===== src/rtl/rom_seq_pkg.sv =====
// rom_seq_pkg
// Shared definitions for the waveform ROM address sequencer:
//   - modulation mode encodings as carried on the 2-bit mode input
//   - FSM state type
//   - midscale constant for offset-binary samples of a given width
//   - small decode helpers used when a symbol is issued
package rom_seq_pkg;

  typedef enum logic [1:0] {
    MODE_ASK     = 2'b00,
    MODE_FSK     = 2'b01,
    MODE_PSK     = 2'b10,
    MODE_ASK_ALT = 2'b11   // reserved code, behaves as ASK
  } mode_e;

  typedef enum logic {
    ST_IDLE = 1'b0,
    ST_RUN  = 1'b1
  } state_e;

  // Offset-binary zero level: 2^(data_width-1).
  function automatic logic [31:0] midscale(input int data_width);
    return 32'd1 << (data_width - 1);
  endfunction

  // ASK (including the reserved code) with bit 0 sends silence.
  function automatic logic mode_masks(input logic [1:0] m, input logic b);
    return ((m == MODE_ASK) || (m == MODE_ASK_ALT)) && !b;
  endfunction

  function automatic logic mode_uses_fcw1(input logic [1:0] m, input logic b);
    return (m == MODE_FSK) && b;
  endfunction

  function automatic logic mode_flips_phase(input logic [1:0] m, input logic b);
    return (m == MODE_PSK) && b;
  endfunction

endpackage


===== src/rtl/rom_phase_acc.sv =====
// rom_phase_acc
// Phase accumulator for the ROM sequencer. Adds the selected frequency
// control word once per issued address and wraps modulo 2^PHASE_WIDTH.
// The register holds whenever advance is low, which is how enable-low
// and idle periods freeze the phase.
//
// Ports:
//   clk, rst    clock, asynchronous active-high reset (phase -> 0)
//   advance     add the increment on this edge
//   sel_fcw1    1: use fcw1, 0: use fcw0
//   fcw0, fcw1  phase increments
//   phase_msb   top ADDR_WIDTH bits of the current (pre-increment) phase
module rom_phase_acc
  import rom_seq_pkg::*;
#(
  parameter int PHASE_WIDTH = 16,
  parameter int ADDR_WIDTH  = 8
) (
  input  logic                   clk,
  input  logic                   rst,
  input  logic                   advance,
  input  logic                   sel_fcw1,
  input  logic [PHASE_WIDTH-1:0] fcw0,
  input  logic [PHASE_WIDTH-1:0] fcw1,
  output logic [ADDR_WIDTH-1:0]  phase_msb
);

  logic [PHASE_WIDTH-1:0] phase;
  logic [PHASE_WIDTH-1:0] incr;

  assign incr = sel_fcw1 ? fcw1 : fcw0;

  always_ff @(posedge clk or posedge rst) begin
    if (rst) begin
      phase <= '0;
    end else if (advance) begin
      phase <= phase + incr;
    end
  end

  assign phase_msb = phase[PHASE_WIDTH-1 -: ADDR_WIDTH];

endmodule


===== src/rtl/rom_mod_sequencer.sv =====
// rom_mod_sequencer
// Address sequencer and symbol scheduler for a single-port waveform ROM
// with one-cycle registered read. Accepts one modulation symbol per
// SAMPLES_PER_SYM ROM reads, drives the ROM address from a phase
// accumulator and turns the ROM output into a qualified sample stream
// for ASK, FSK or PSK.
//
// Ports:
//   clk, rst              clock, asynchronous active-high reset
//   enable                advance strobe; low freezes the datapath
//   mode                  00 ASK, 01 FSK, 10 PSK, 11 ASK (latched at accept)
//   fcw0, fcw1            phase increments (fcw1 only for FSK bit 1)
//   sym_valid, sym_data   symbol offer and bit
//   sym_ready             symbol accept qualifier
//   rom_addr / rom_q      ROM address out, ROM registered data in
//   sample_out            registered sample, midscale when masked
//   sample_valid          sample_out is new this cycle
//   busy                  RUN state or samples still in the pipeline
//
// Optional build macro ROM_SEQ_UNDERRUN_CNT_EN adds:
//   underrun_clr          synchronous clear of underrun_cnt
//   underrun_cnt          saturating count of RUN->IDLE transitions
//
// FSM:
//   ST_IDLE | no symbol in progress; ready to accept unconditionally
//   ST_RUN  | issuing addresses for the current symbol; counter = reads left
module rom_mod_sequencer
  import rom_seq_pkg::*;
#(
  parameter int ADDR_WIDTH      = 8,
  parameter int DATA_WIDTH      = 8,
  parameter int PHASE_WIDTH     = 16,
  parameter int SAMPLES_PER_SYM = 16
) (
  input  logic                   clk,
  input  logic                   rst,
  input  logic                   enable,
  input  logic [1:0]             mode,
  input  logic [PHASE_WIDTH-1:0] fcw0,
  input  logic [PHASE_WIDTH-1:0] fcw1,
  input  logic                   sym_valid,
  input  logic                   sym_data,
  output logic                   sym_ready,
  output logic [ADDR_WIDTH-1:0]  rom_addr,
  input  logic [DATA_WIDTH-1:0]  rom_q,
  output logic [DATA_WIDTH-1:0]  sample_out,
  output logic                   sample_valid,
  output logic                   busy
`ifdef ROM_SEQ_UNDERRUN_CNT_EN
  ,
  input  logic                   underrun_clr,
  output logic [15:0]            underrun_cnt
`endif
);

  localparam int CNT_W = (SAMPLES_PER_SYM > 1) ? $clog2(SAMPLES_PER_SYM) : 1;
  localparam logic [CNT_W-1:0]      CNT_LOAD  = CNT_W'(SAMPLES_PER_SYM - 1);
  localparam logic [DATA_WIDTH-1:0] MIDSCALE  = DATA_WIDTH'(midscale(DATA_WIDTH));
  localparam logic [ADDR_WIDTH-1:0] ADDR_HALF = {1'b1, {(ADDR_WIDTH-1){1'b0}}};

  state_e state, state_nxt;

  logic [CNT_W-1:0] cnt;
  logic [1:0]       mode_q;
  logic             bit_q;

  logic             accept;
  logic             issue;
  logic             step;

  logic [1:0]       eff_mode;
  logic             eff_bit;
  logic             sel_fcw1;
  logic             psk_flip;
  logic             mask_now;
  logic [ADDR_WIDTH-1:0] phase_msb;

  logic             issue_d1, issue_d2;
  logic             mask_d1, mask_d2;

  // The ROM has no enable, so during a stall its output moves on to the
  // held address. The word belonging to the stage-2 flags is parked here
  // on the first stalled edge and used on the first edge after the stall.
  logic                  stalled;
  logic [DATA_WIDTH-1:0] hold_q;
  logic [DATA_WIDTH-1:0] sample_src;

  // ---------------------------------------------------------------------
  // FSM next-state and handshake
  // ---------------------------------------------------------------------
  always_comb begin
    state_nxt = state;
    sym_ready = 1'b0;
    accept    = 1'b0;
    issue     = 1'b0;
    step      = enable;
    case (state)
      ST_IDLE: begin
        sym_ready = 1'b1;
        if (sym_valid) begin
          accept    = 1'b1;
          issue     = 1'b1;
          step      = 1'b1;   // acceptance in IDLE is not gated by enable
          state_nxt = ST_RUN;
        end
      end
      ST_RUN: begin
        if (enable) begin
          if (cnt == '0) begin
            sym_ready = 1'b1;
            if (sym_valid) begin
              // new symbol's first address replaces the would-be bubble
              accept = 1'b1;
              issue  = 1'b1;
            end else begin
              state_nxt = ST_IDLE;
            end
          end else begin
            issue = 1'b1;
          end
        end
      end
      default: state_nxt = ST_IDLE;
    endcase
  end

  always_ff @(posedge clk or posedge rst) begin
    if (rst) begin
      state <= ST_IDLE;
    end else begin
      state <= state_nxt;
    end
  end

  // ---------------------------------------------------------------------
  // Symbol latch and per-symbol read counter
  // ---------------------------------------------------------------------
  always_ff @(posedge clk or posedge rst) begin
    if (rst) begin
      cnt    <= '0;
      mode_q <= MODE_ASK;
      bit_q  <= 1'b0;
    end else if (accept) begin
      cnt    <= CNT_LOAD;
      mode_q <= mode;
      bit_q  <= sym_data;
    end else if (issue) begin
      cnt <= cnt - CNT_W'(1);
    end
  end

  // On the accept edge the incoming symbol already controls the issue.
  assign eff_mode = accept ? mode : mode_q;
  assign eff_bit  = accept ? sym_data : bit_q;
  assign sel_fcw1 = mode_uses_fcw1(eff_mode, eff_bit);
  assign psk_flip = mode_flips_phase(eff_mode, eff_bit);
  assign mask_now = mode_masks(eff_mode, eff_bit);

  rom_phase_acc #(
    .PHASE_WIDTH (PHASE_WIDTH),
    .ADDR_WIDTH  (ADDR_WIDTH)
  ) u_phase_acc (
    .clk       (clk),
    .rst       (rst),
    .advance   (issue),
    .sel_fcw1  (sel_fcw1),
    .fcw0      (fcw0),
    .fcw1      (fcw1),
    .phase_msb (phase_msb)
  );

  // ---------------------------------------------------------------------
  // Address register (pre-increment phase, 180 degree offset for PSK 1)
  // ---------------------------------------------------------------------
  always_ff @(posedge clk or posedge rst) begin
    if (rst) begin
      rom_addr <= '0;
    end else if (issue) begin
      rom_addr <= phase_msb + (psk_flip ? ADDR_HALF : '0);
    end
  end

  // ---------------------------------------------------------------------
  // Output pipeline: flags travel alongside the address and ROM stages
  // ---------------------------------------------------------------------
  assign sample_src = stalled ? hold_q : rom_q;

  always_ff @(posedge clk or posedge rst) begin
    if (rst) begin
      issue_d1     <= 1'b0;
      issue_d2     <= 1'b0;
      mask_d1      <= 1'b0;
      mask_d2      <= 1'b0;
      sample_valid <= 1'b0;
      sample_out   <= MIDSCALE;
      stalled      <= 1'b0;
      hold_q       <= '0;
    end else if (step) begin
      issue_d1     <= issue;
      mask_d1      <= issue & mask_now;
      issue_d2     <= issue_d1;
      mask_d2      <= mask_d1;
      sample_valid <= issue_d2;
      stalled      <= 1'b0;
      if (issue_d2) begin
        sample_out <= mask_d2 ? MIDSCALE : sample_src;
      end
    end else begin
      sample_valid <= 1'b0;
      if (!stalled) begin
        hold_q  <= rom_q;
        stalled <= 1'b1;
      end
    end
  end

  assign busy = (state == ST_RUN) | issue_d1 | issue_d2;

`ifdef ROM_SEQ_UNDERRUN_CNT_EN
  always_ff @(posedge clk or posedge rst) begin
    if (rst) begin
      underrun_cnt <= '0;
    end else if (underrun_clr) begin
      underrun_cnt <= '0;
    end else if ((state == ST_RUN) && (state_nxt == ST_IDLE) &&
                 (underrun_cnt != 16'hFFFF)) begin
      underrun_cnt <= underrun_cnt + 16'd1;
    end
  end
`endif

endmodule


===== config.mk =====
export PLATFORM = sky130hd
export DESIGN_NAME = rom_mod_sequencer
export DESIGN_NICKNAME = d
export VERILOG_FILES = /design/src/rtl/rom_seq_pkg.sv /design/src/rtl/rom_phase_acc.sv /design/src/rtl/rom_mod_sequencer.sv
export SDC_FILE = /design/constraint.sdc
export NUM_CORES = 1
export LEC_CHECK = 0
export CAP_MARGIN = 15
export CORE_ASPECT_RATIO = 1.25
export CORE_MARGIN = 2
export CORE_UTILIZATION = 45
export CTS_BUF_LIST = sky130_fd_sc_hd__clkbuf_8
export CTS_CLUSTER_SIZE = 16
export DETAILED_ROUTE_END_ITERATION = 10
export PLACE_DENSITY_LB_ADDON = 0.3
export SYNTH_ARGS = -nofsm -noshare
export SYNTH_HDL_FRONTEND = slang
export SYNTH_HIERARCHICAL = 1
export SYNTH_SLANG_ARGS = --single-unit
export TNS_END_PERCENT = 20

===== constraint.sdc =====
create_clock -name clk -period 5.3 [get_ports clk]
set_clock_uncertainty 0.1 [all_clocks]
set_input_delay 0.53 -clock clk [delete_from_list [all_inputs] [get_ports clk]]
set_output_delay 0.53 -clock clk [all_outputs]
set_load 0.02 [all_outputs]

==> impl_metrics.yaml, run 1 <==
run_status:
  status: "finished clean"
logic_synthesis:
  synth_most_common_cell: "dfrtp_1"
  synth.cell_area_um2: 3330
  synth_common_cells: "dfrtp_1, mux2_2, nand2_1"
  syn-num-nets: 374
  ys.flop_type: "dfrtp_1"
  synth.avg_cell_area_um2: 10.8
  synth_seq_cells: 54
  async_flop_share_pct: 100
  ys_seq_area_share_pct: 40.7
  synthCells: 309
  synth-edff-count: 0
  synthTopCellsByArea: "dfrtp_1, mux2_2, ha_1, mux2i_1, mux2_4"
  yosysTopAreaCell: "dfrtp_1"
  yosys_warnings: 6
  synth.top_cell.area_share_pct: 39.9
  yosysUniqueCellTypes: 56
cts:
  cts_made_buffers: 5
  clock_path_buffers: 2
  postCtsHoldBufs: 0
  h-tree-depth: 2
  clk_latency_ns: 0.31
  post-cts-setup-buffers: 0
  ctsResizeCount: 0
  root_buffer: "clkbuf_8"
  clk_pin_slew_ns: 0.10
  cts_tree: "done"
  clock-sinks: 54
cells_and_area:
  diodes: 0
  multi_input_area_um2: 1810
  fillers: 648
  ff_latch_area_um2: 1350
  fin_nets: 429
  layout-drive-gt1-share_pct: 16.7
  final_core_util_pct: 56.7
  area_growth_pct: 23.9
die:
  core_um2: 7270
  ios: 66
  rows: 35
  die_h_um: 100
  initial_core_util_pct: 45.8
  chipWidth_um: 80.9
  dieArea_um2: 8100
power_and_ir_drop:
  p_clk_share_pct: 12.5
  p_int_mw: 1.36
  power_frac_comb_pct: 55.7
  vdd_drop_max_mv: 0.232
  swShare_pct: 39.1
  powerDensity_nw_per_um2: 540
  p_seq_share_pct: 31.8
  p_sw_uw: 870
  p_leak_nw: 1.81
worst_setup_path:
  reg2regPathDepth: 17
  reg2reg_from: "cnt[0]$_DFFE_PP0P_"
  crit_chain: "clkdlybuf4s50_1 > and4bb_1 > o21ai_4 > mux2_4 > nor3_2 > buf_12 > mux2_2 > ha_1 > inv_1 > fa_1 > and2b_1 > o21ai_2 > a21boi_4 > o211ai_2 > o2111a_1 > or3_1"
  critPathMaxFanout: 16
  critPathRequiredTime_ns: 5.39
  startpoint_type: "primary input"
  critPathTopFamily: "simple AND/OR/NAND/NOR gates"
  crit_path_start: "enable"
  rr_endpoint: "u_phase_acc/phase[10]$_DFFE_PP0P_"
  r2r_slack_ns: 0.99
  critPathBufInv: 3
  crit_slowest_cell: "clkdlybuf4s50_1"
  arrival_ns: 4.45
  crit_type: "in -> reg"
  path_depth: 16
  crit_path_end: "u_phase_acc/phase[10]$_DFFE_PP0P_"
  cp-end-kind: "flip-flop"
  max_stage_delay_ns: 0.51
global_routing:
  grt_max_degree: 39
  track_usage_pct: 17.9
  grt_pass1_wl_um: 11400
  gr-total-overflow: 0
  antenna_found_initial: 0
  grt_pass1_vias: 2479
timing:
  setup_tns_ns: 0
  fmax_ghz: 0.230
  setup-violations-final: 0
  final_max_slew_viol_count: 0
  slew_headroom_pct: 51.9
  hold_violations: 0
  rsz0062_at_grt: "no"
  whs_ns: 0.383
  fin_crit_sh_pct: 82.2
  worst-slew-pin-transition_ns: 0.721
  fin_crit_ns: 4.36
detailed_routing:
  num_vias: 2477
  ant_nets: 0
  vias_per_cell: 5.42
  wl_per_cell_um: 14.8
  drt_iter0_drc: 65
  wl_um: 6760
  drt_pass1_iterations: 4
  drc: 0
worst_hold_path:
  hold_class: "reg -> reg"
place:
  place_congestion: 0.832
  place_hpwl_um: 5090
  io_buffers: 65
run:
  maxCapViolations: 0
power groups by stage:
| stage | clock, mW | sequential (mW) | combinational (mW) |
|---|---|---|---|
| 6_report | 0.278 | 0.709 | 1.24 |
| 5_1_grt | 0.306 | 0.731 | 1.37 |
| 4_1_cts | 0.290 | 0.710 | 1.25 |
| 3_3_place_gp | 0 | 0.711 | 1.21 |
| 2_1_floorplan | 0 | 0.751 | 0.897 |
| 3_5_place_dp | 0 | 0.719 | 1.24 |
worst register-to-register path, stage by stage (launching register included):
cell      delay [ns]
dfrtp_1         0.42
inv_1           0.08
ha_1            0.22
and4bb_1        0.25
o21ai_4         0.25
mux2_4          0.35
nor3_2          0.23
buf_12          0.20
mux2_2          0.17
ha_1            0.18
inv_1           0.06
fa_1            0.40
and2b_1         0.22
o21ai_2         0.08
a21boi_4        0.22
o211ai_2        0.15
o2111a_1        0.25
or3_1           0.37
area by class of cell:
class                      instances  share of cell area, %
clock buffer                       5                   1.67
sequential                        54                   32.8
multi-input combinational        221                   43.9
timing repair buffer              67                   16.5
tap                               92                   2.79
inverter                          15                   1.37
clock inverter                     3                   1.00
how the worst min path moves through the flow:
| stage | from | depth (start not counted) | slack (ns) | endpoint |
|---|---|---|---|---|
| finish | sample_out[5]$_DFFE_PP0P_ | 2 | 0.38 | sample_out[5]$_DFFE_PP0P_ |
| global route | sample_out[5]$_DFFE_PP0P_ | 2 | 0.41 | sample_out[5]$_DFFE_PP0P_ |
| CTS | sample_out[1]$_DFFE_PP0P_ | 2 | 0.39 | sample_out[1]$_DFFE_PP0P_ |
| detailed placement | sample_out[1]$_DFFE_PP0P_ | 2 | 0.36 | sample_out[1]$_DFFE_PP0P_ |
| global placement | sample_out[3]$_DFFE_PP0P_ | 2 | 0.36 | sample_out[3]$_DFFE_PP0P_ |
| floorplan | rst | 1 | 0.34 | u_phase_acc/phase[0]$_DFFE_PP0P_ |
kinds of logic (layout without fill, tap and decap cells):
| logic type | Yosys count | after routing | share of synthesized area [%] |
|---|---|---|---|
| DFF | 54 | 54 | 40.7 |
| xor gates and xnor gates | 12 | 12 | 3.16 |
| muxes | 52 | 52 | 18.1 |
| buffers and inverters | 34 | 90 | 5.11 |
| adders and majority gates | 18 | 18 | 7.00 |
| AOI/OAI and AO/OA | 68 | 68 | 14.9 |
| and+or+nand+nor | 71 | 71 | 11.2 |
per-layer routing:
layer	global-route usage, %	share of wire [%]
met5	0	0
met3	2.43	3.0
met2	31.9	52
met4	5.87	1.6
met1	22.0	43
registers in the layout, summed over array words and instances, names as in the netlist:
signal and cells:
hold_q 8, sample_out 8, stalled 1, mask_d2 1
mask_d1 1, rom_addr 8, u_phase_acc/phase 16, issue_d1 1
cnt 4, mode_q 2, sample_valid 1, state 1
issue_d2 1, bit_q 1
placed cells by master, fill, tap and decap left out, drive strengths merged, types with 6 or more instances in the layout:
master         Yosys  layout
o31ai              8       8
xor2               6       6
a21oi             19      19
mux2              40      40
inv               15      16
clkdlybuf4s50      0      65
nor2              11      11
nand2             21      21
a21o               6       6
nand3              7       7
dfrtp             53      53
o21ai             11      11
xnor2              6       6
mux2i             12      12
ha                17      17
nand2b             6       6
metrics by stage:
stage	std cells	cell area (um^2)	setup WS [ns]	total power [mW]
3_5_place_dp	449	4010	0.633	1.96
6_report	457	4120	0.945	2.23
5_1_grt	457	4120	0.728	2.41
2_1_floorplan	309	3330	0.970	1.65
4_1_cts	457	4120	0.956	2.25
3_3_place_gp	449	4010	0.738	1.92
Note: power is estimated with default switching activity, not from simulation.
==> inputs of run 2 (changes only) <==
- clock period: 5.3 -> 3.51 ns (I/O delays scaled with it)
==> run 2 against run 1 <==
The flow now finishes with violations (setup timing). Power grew 85%. Sequential share of layout area shrank 4.6 points. Cell count grew 13%. Count of clock-buffer cells in the layout is the same. Design area grew 16%. Critical path depth grew 2. Combinational power grew 110%. Die area is the same. Register-to-register slack lost 1.3 ns. Non-clock buffer count grew 60. Sequential power grew 52%. Utilization grew 9.2 points. Critical path type is now reg -> reg. Critical endpoint unchanged. Largest power group unchanged.
==> impl_metrics.yaml, run 2 (synthesis gave the netlist of run 1 again) <==
place:
  place_congestion: 0.821
  place_hpwl_um: 5390
  io_buffers: 65
  postPlaceCellArea_um2: 4400
power_and_ir_drop:
  p_leak_nw: 2.10
  vdd_drop_max_mv: 0.377
  powerDensity_nw_per_um2: 859
  power_mw: 4.11
global_routing:
  antenna_found_initial: 0
  gr-total-overflow: 0
  grt.busiest_layer: "met2"
  grt_pass1_vias: 2721
  use_met1_pct: 23.9
  grt_util_met2_pct: 34.4
  grt_pass1_wl_um: 12300
  track_usage_pct: 19.2
  met3_usage_pct: 2.70
  grt_max_degree: 39
timing:
  final_max_slew_viol_count: 0
  hold_violations: 0
  rsz0062_at_grt: "yes"
  setup-violations-final: 11
  fin_crit_ns: 3.82
  worst_slack_ns: -0.315
  worst-slew-pin-transition_ns: 0.688
  fmax_ghz: 0.261
  fin_crit_sh_pct: 109
  whs_ns: 0.368
  slew_headroom_pct: 54.1
worst_setup_path:
  arrival_ns: 3.92
  critPathMaxFanout: 5
  critPathRequiredTime_ns: 3.60
  crit_chain: "inv_2 > ha_4 > and4bb_2 > o21ai_4 > buf_4 > mux2i_4 > nor3_4 > buf_6 > mux2_4 > ha_4 > inv_2 > fa_2 > and2b_1 > o21ai_2 > a21boi_4 > o211ai_2 > o2111a_1 > or3_4"
  cp-end-kind: "flip-flop"
  crit_slowest_cell: "dfrtp_1"
  startpoint_type: "flip-flop"
  max_stage_delay_ns: 0.40
  crit_type: "reg -> reg"
detailed_routing:
  wl_per_cell_um: 14.4
  wl_um: 7440
  vias_per_cell: 5.20
  ant_nets: 0
  drc: 0
  drt_pass1_iterations: 4
  drt_iter0_drc: 78
  num_vias: 2686
cells_and_area:
  diodes: 0
  final_cell_mix: "clkdlybuf4s50_1, buf_4, dfrtp_1"
  area_growth_pct: 43.9
  fin_nets: 489
  regMostFlops: "u_phase_acc/phase"
  final_core_util_pct: 65.9
  layout-drive-gt1-share_pct: 35.1
  stdcell_area_um2: 4790
  largest_reg_flops: 16
  layout_commonest_cell: "clkdlybuf4s50_1"
cts:
  clk_latency_ns: 0.31
  clock-sinks: 54
  cts_made_buffers: 5
  cts_tree: "done"
  clk_pin_slew_ns: 0.10
  root_buffer: "clkbuf_8"
  h-tree-depth: 2
  clock_path_buffers: 2
run:
  maxCapViolations: 0
run_status:
  status: "finished, violations left"
  violations: "setup timing"
worst_hold_path:
  hold_class: "in -> async"
die:
  chipWidth_um: 80.9
  die_h_um: 100
  ios: 66
  core_um2: 7270
  rows: 35
  dieArea_um2: 8100
  initial_core_util_pct: 45.8
==> run 2: cell types whose count changed in the layout (fill, tap and decap cells not counted), moves of 3 or more <==
cell,previous run,this run
a21oi_1,17,11
inv_2,0,3
inv_1,16,13
buf_4,1,58
a21oi_2,2,7
mux2_2,30,27
ha_1,17,7
ha_4,0,9
mux2_4,8,11
buf_6,0,4
==> run 2: metal layers <==
layer | wire length, um | vias up
met1 | 3170 | 1270
met3 | 298 | 7
met2 | 3900 | 70
met5 | 0 | -
met4 | 70 | 0
li1 | - | 1339
==> run 2: path summary, 6_finish.rpt <==
check                                     startpoint                                end  slack [ns]  depth (start not counted)
max                               cnt[1]$_DFFE_PP0P_  u_phase_acc/phase[10]$_DFFE_PP0P_       -0.31                         18
max in group asynchronous                        rst  u_phase_acc/phase[12]$_DFFE_PP0P_        2.50                          2
min reg2reg                sample_out[7]$_DFFE_PP1P_          sample_out[7]$_DFFE_PP1P_        0.38                          2
max reg2reg                       cnt[1]$_DFFE_PP0P_  u_phase_acc/phase[10]$_DFFE_PP0P_       -0.31                         18
min                                              rst  u_phase_acc/phase[14]$_DFFE_PP0P_        0.37                          2
min in group clk           sample_out[7]$_DFFE_PP1P_          sample_out[7]$_DFFE_PP1P_        0.38                          2
==> run 2: repair_timing <==
action | in CTS | in global routing
buffers inserted | 8 | 2
gates resized for setup | 29 | 6
pin swaps | 20 | 8
hold buffers | 0 | 0
endpoints found under the setup margin | 11 | 11
==> run 2: final cells by class <==
type | instances | area, um^2
Sequential cell | 54 | 1350
Multi-Input combinational cell | 221 | 2020
Clock buffer | 5 | 68.8
Tap cell | 92 | 115
Timing Repair Buffer | 127 | 1130
Fill cell | 572 | 2480
Inverter | 15 | 56.3
Clock inverter | 3 | 41.3
==> run 2: worst max-delay path, delay by kind of cell (launching register included) <==
kind                     cells  cell delay [ns]
AO/OA/AOI/OAI                5             0.74
adder cells (fa/ha/maj)      3             0.61
buffers and inverters        4             0.44
flip-flops                   1             0.40
multiplexers                 2             0.35
AND/OR/NAND/NOR              4             1.07
==> run 2: power by group <==
part / switching (mW) / internal (mW)
clock: 0.209 / 0.210
combinational: 1.13 / 1.48
sequential: 0.198 / 0.885
==> run 2: through the flow <==
step           cells  setup WS (ns)  TNS, ns
6_report         517         -0.315    -1.96
5_1_grt          517         -0.436    -3.49
4_1_cts          515         -0.327    -2.19
3_5_place_dp     499         -0.573    -5.22
3_3_place_gp     499         -0.509    -4.24
2_1_floorplan    309         -0.342    -1.96
==> inputs of run 3 (changes only) <==
- REMOVE_ABC_BUFFERS: default -> 1
==> run 3 against run 2 <==
The flow still finishes with violations (setup timing). Global-route usage fell by 0.24 points. Non-clock buffer count is 2 lower. Sequential share of layout area rose by 0.28 points. Combinational power barely moved. Hold slack better by 0.0044 ns. Utilization down 0.65 points. First-iteration DRC count is 21% higher. Cell count shrank 0.39%. Setup slack lost 0.044 ns. Via count is 1.6% higher. Critical path type unchanged. Critical endpoint unchanged. Largest cell class unchanged.
==> impl_metrics.yaml, run 3 (synthesis gave the netlist of run 1 again) <==
run_status:
  status: "finished, violations left"
  violations: "setup timing"
power_and_ir_drop:
  p_int_mw: 2.47
  power_mw: 4.01
  p_clk_share_pct: 8.6
  vdd_drop_max_mv: 0.472
  powerDensity_nw_per_um2: 845
  p_leak_nw: 2.07
  p_seq_share_pct: 27.0
  p_sw_mw: 1.54
  swShare_pct: 38.4
  power_frac_comb_pct: 64.4
cells_and_area:
  area_growth_pct: 42.5
  fin_nets: 487
  layout_commonest_cell: "clkdlybuf4s50_1"
  diodes: 0
  final_cell_mix: "clkdlybuf4s50_1, buf_4, dfrtp_1"
  regMostFlops: "u_phase_acc/phase"
  final_cells: 515
  largest_reg_flops: 16
  final_core_util_pct: 65.2
  layout-drive-gt1-share_pct: 35.5
cts:
  clock-sinks: 54
  cts_tree: "done"
  cts_made_buffers: 5
  postCtsHoldBufs: 0
  h-tree-depth: 2
  clk_latency_ns: 0.30
  clk_pin_slew_ns: 0.10
  root_buffer: "clkbuf_8"
  clock_path_buffers: 2
worst_setup_path:
  critPathRequiredTime_ns: 3.59
  cp-end-kind: "flip-flop"
  reg2reg_from: "cnt[0]$_DFFE_PP0P_"
  arrival_ns: 3.95
  r2r_slack_ns: -0.36
  rr_endpoint: "u_phase_acc/phase[10]$_DFFE_PP0P_"
  crit_type: "reg -> reg"
  critPathMaxFanout: 5
  startpoint_type: "flip-flop"
  reg2regPathDepth: 18
global_routing:
  antenna_found_initial: 0
  gr-total-overflow: 0
  track_usage_pct: 18.9
  grt_pass1_vias: 2700
  grt_max_degree: 39
  grt_pass1_wl_um: 12000
detailed_routing:
  wl_um: 7620
  ant_nets: 0
  wl_per_cell_um: 14.8
  drt_pass1_iterations: 4
  drc: 0
  drt_iter0_drc: 94
  num_vias: 2728
  vias_per_cell: 5.30
timing:
  setup_tns_ns: -2.67
  hold_violations: 0
  fin_crit_sh_pct: 110
  final_max_slew_viol_count: 0
  fmax_ghz: 0.259
  slew_headroom_pct: 53.2
  worst_slack_ns: -0.358
  worst-slew-pin-transition_ns: 0.701
  setup-violations-final: 11
  rsz0062_at_grt: "yes"
  fin_crit_ns: 3.87
run:
  maxCapViolations: 0
place:
  place_congestion: 0.840
  place_hpwl_um: 5380
  io_buffers: 65
  placed_cells: 493
  post-place-ws_ns: -0.722
worst_hold_path:
  hold_class: "in -> async"
die:
  ios: 66
  initial_core_util_pct: 45.8
  die_h_um: 100
  rows: 35
  dieArea_um2: 8100
  chipWidth_um: 80.9
  core_um2: 7270
==> run 3: changes by cell type in the layout (fill, tap and decap cells not counted), sizes merged <==
cell | before | now
buf | 62 | 60
bufinv | 1 | 0
clkinvlp | 1 | 2
==> run 3: worst max-delay path by stage <==
stage | start | to | slack [ns] | cells after the start
floorplan | cnt[0]$_DFFE_PP0P_ | u_phase_acc/phase[10]$_DFFE_PP0P_ | -1.48 | 16
global placement | enable | u_phase_acc/phase[10]$_DFFE_PP0P_ | -0.60 | 16
detailed placement | enable | u_phase_acc/phase[10]$_DFFE_PP0P_ | -0.72 | 16
CTS | cnt[0]$_DFFE_PP0P_ | u_phase_acc/phase[10]$_DFFE_PP0P_ | -0.41 | 18
global route | cnt[0]$_DFFE_PP0P_ | u_phase_acc/phase[10]$_DFFE_PP0P_ | -0.51 | 18
finish | cnt[0]$_DFFE_PP0P_ | u_phase_acc/phase[10]$_DFFE_PP0P_ | -0.36 | 18
==> run 3: area by class of cell <==
| type | instances | area [um^2] |
|---|---|---|
| multi-input cells | 221 | 2020 |
| clock buffers | 5 | 68.8 |
| clock inverters | 3 | 18.8 |
| inverters | 15 | 56.3 |
| well taps | 92 | 115 |
| fillers | 605 | 2530 |
| flip-flops and latches | 54 | 1350 |
| repair buffers | 125 | 1100 |
==> run 3: routing by layer <==
layer | share of wire (%) | global-route usage, % | vias to the layer above
li1 | - | - | 1331
met1 | 41 | 20.6 | 1337
met2 | 55 | 37.0 | 52
met3 | 3.3 | 2.97 | 8
met4 | 1.1 | 4.95 | 0
met5 | 0 | 0 | -
==> run 3: per-stage QoR <==
| step | hold slack (ns) | area (um^2) |
|---|---|---|
| floorplan | 0.165 | 3210 |
| global placement | 0.359 | 4330 |
| detailed placement | 0.365 | 4330 |
| CTS | 0.389 | 4640 |
| global route | 0.401 | 4740 |
| finish | 0.373 | 4740 |
==> run 3: timing repair <==
action,4_1_cts,5_1_grt
pin swaps,22,17
setup buffers,6,8
endpoints found under the setup margin,13,13
gates resized for setup,30,10
==> run 3: power by group through the flow <==
stage / Sequential, mW / Clock (mW) / Combinational [mW]
2_1_floorplan: 1.14 / 0 / 1.27
3_3_place_gp: 1.05 / 0 / 2.19
3_5_place_dp: 1.06 / 0 / 2.23
4_1_cts: 1.08 / 0.360 / 2.44
5_1_grt: 1.11 / 0.378 / 2.81
6_report: 1.08 / 0.346 / 2.58
==> run 3: worst max-delay path, cell delays in order, from the launching register on <==
cell	delay [ns]
dfrtp_1	0.38
inv_2	0.06
ha_4	0.15
and4bb_2	0.24
o21ai_4	0.17
mux2_4	0.34
nor3_4	0.20
buf_6	0.16
mux2_4	0.31
ha_4	0.17
inv_2	0.05
fa_2	0.18
and2b_1	0.20
o21ai_2	0.20
a21boi_4	0.10
o211ai_2	0.22
buf_4	0.16
nor3_2	0.04
or3_1	0.31
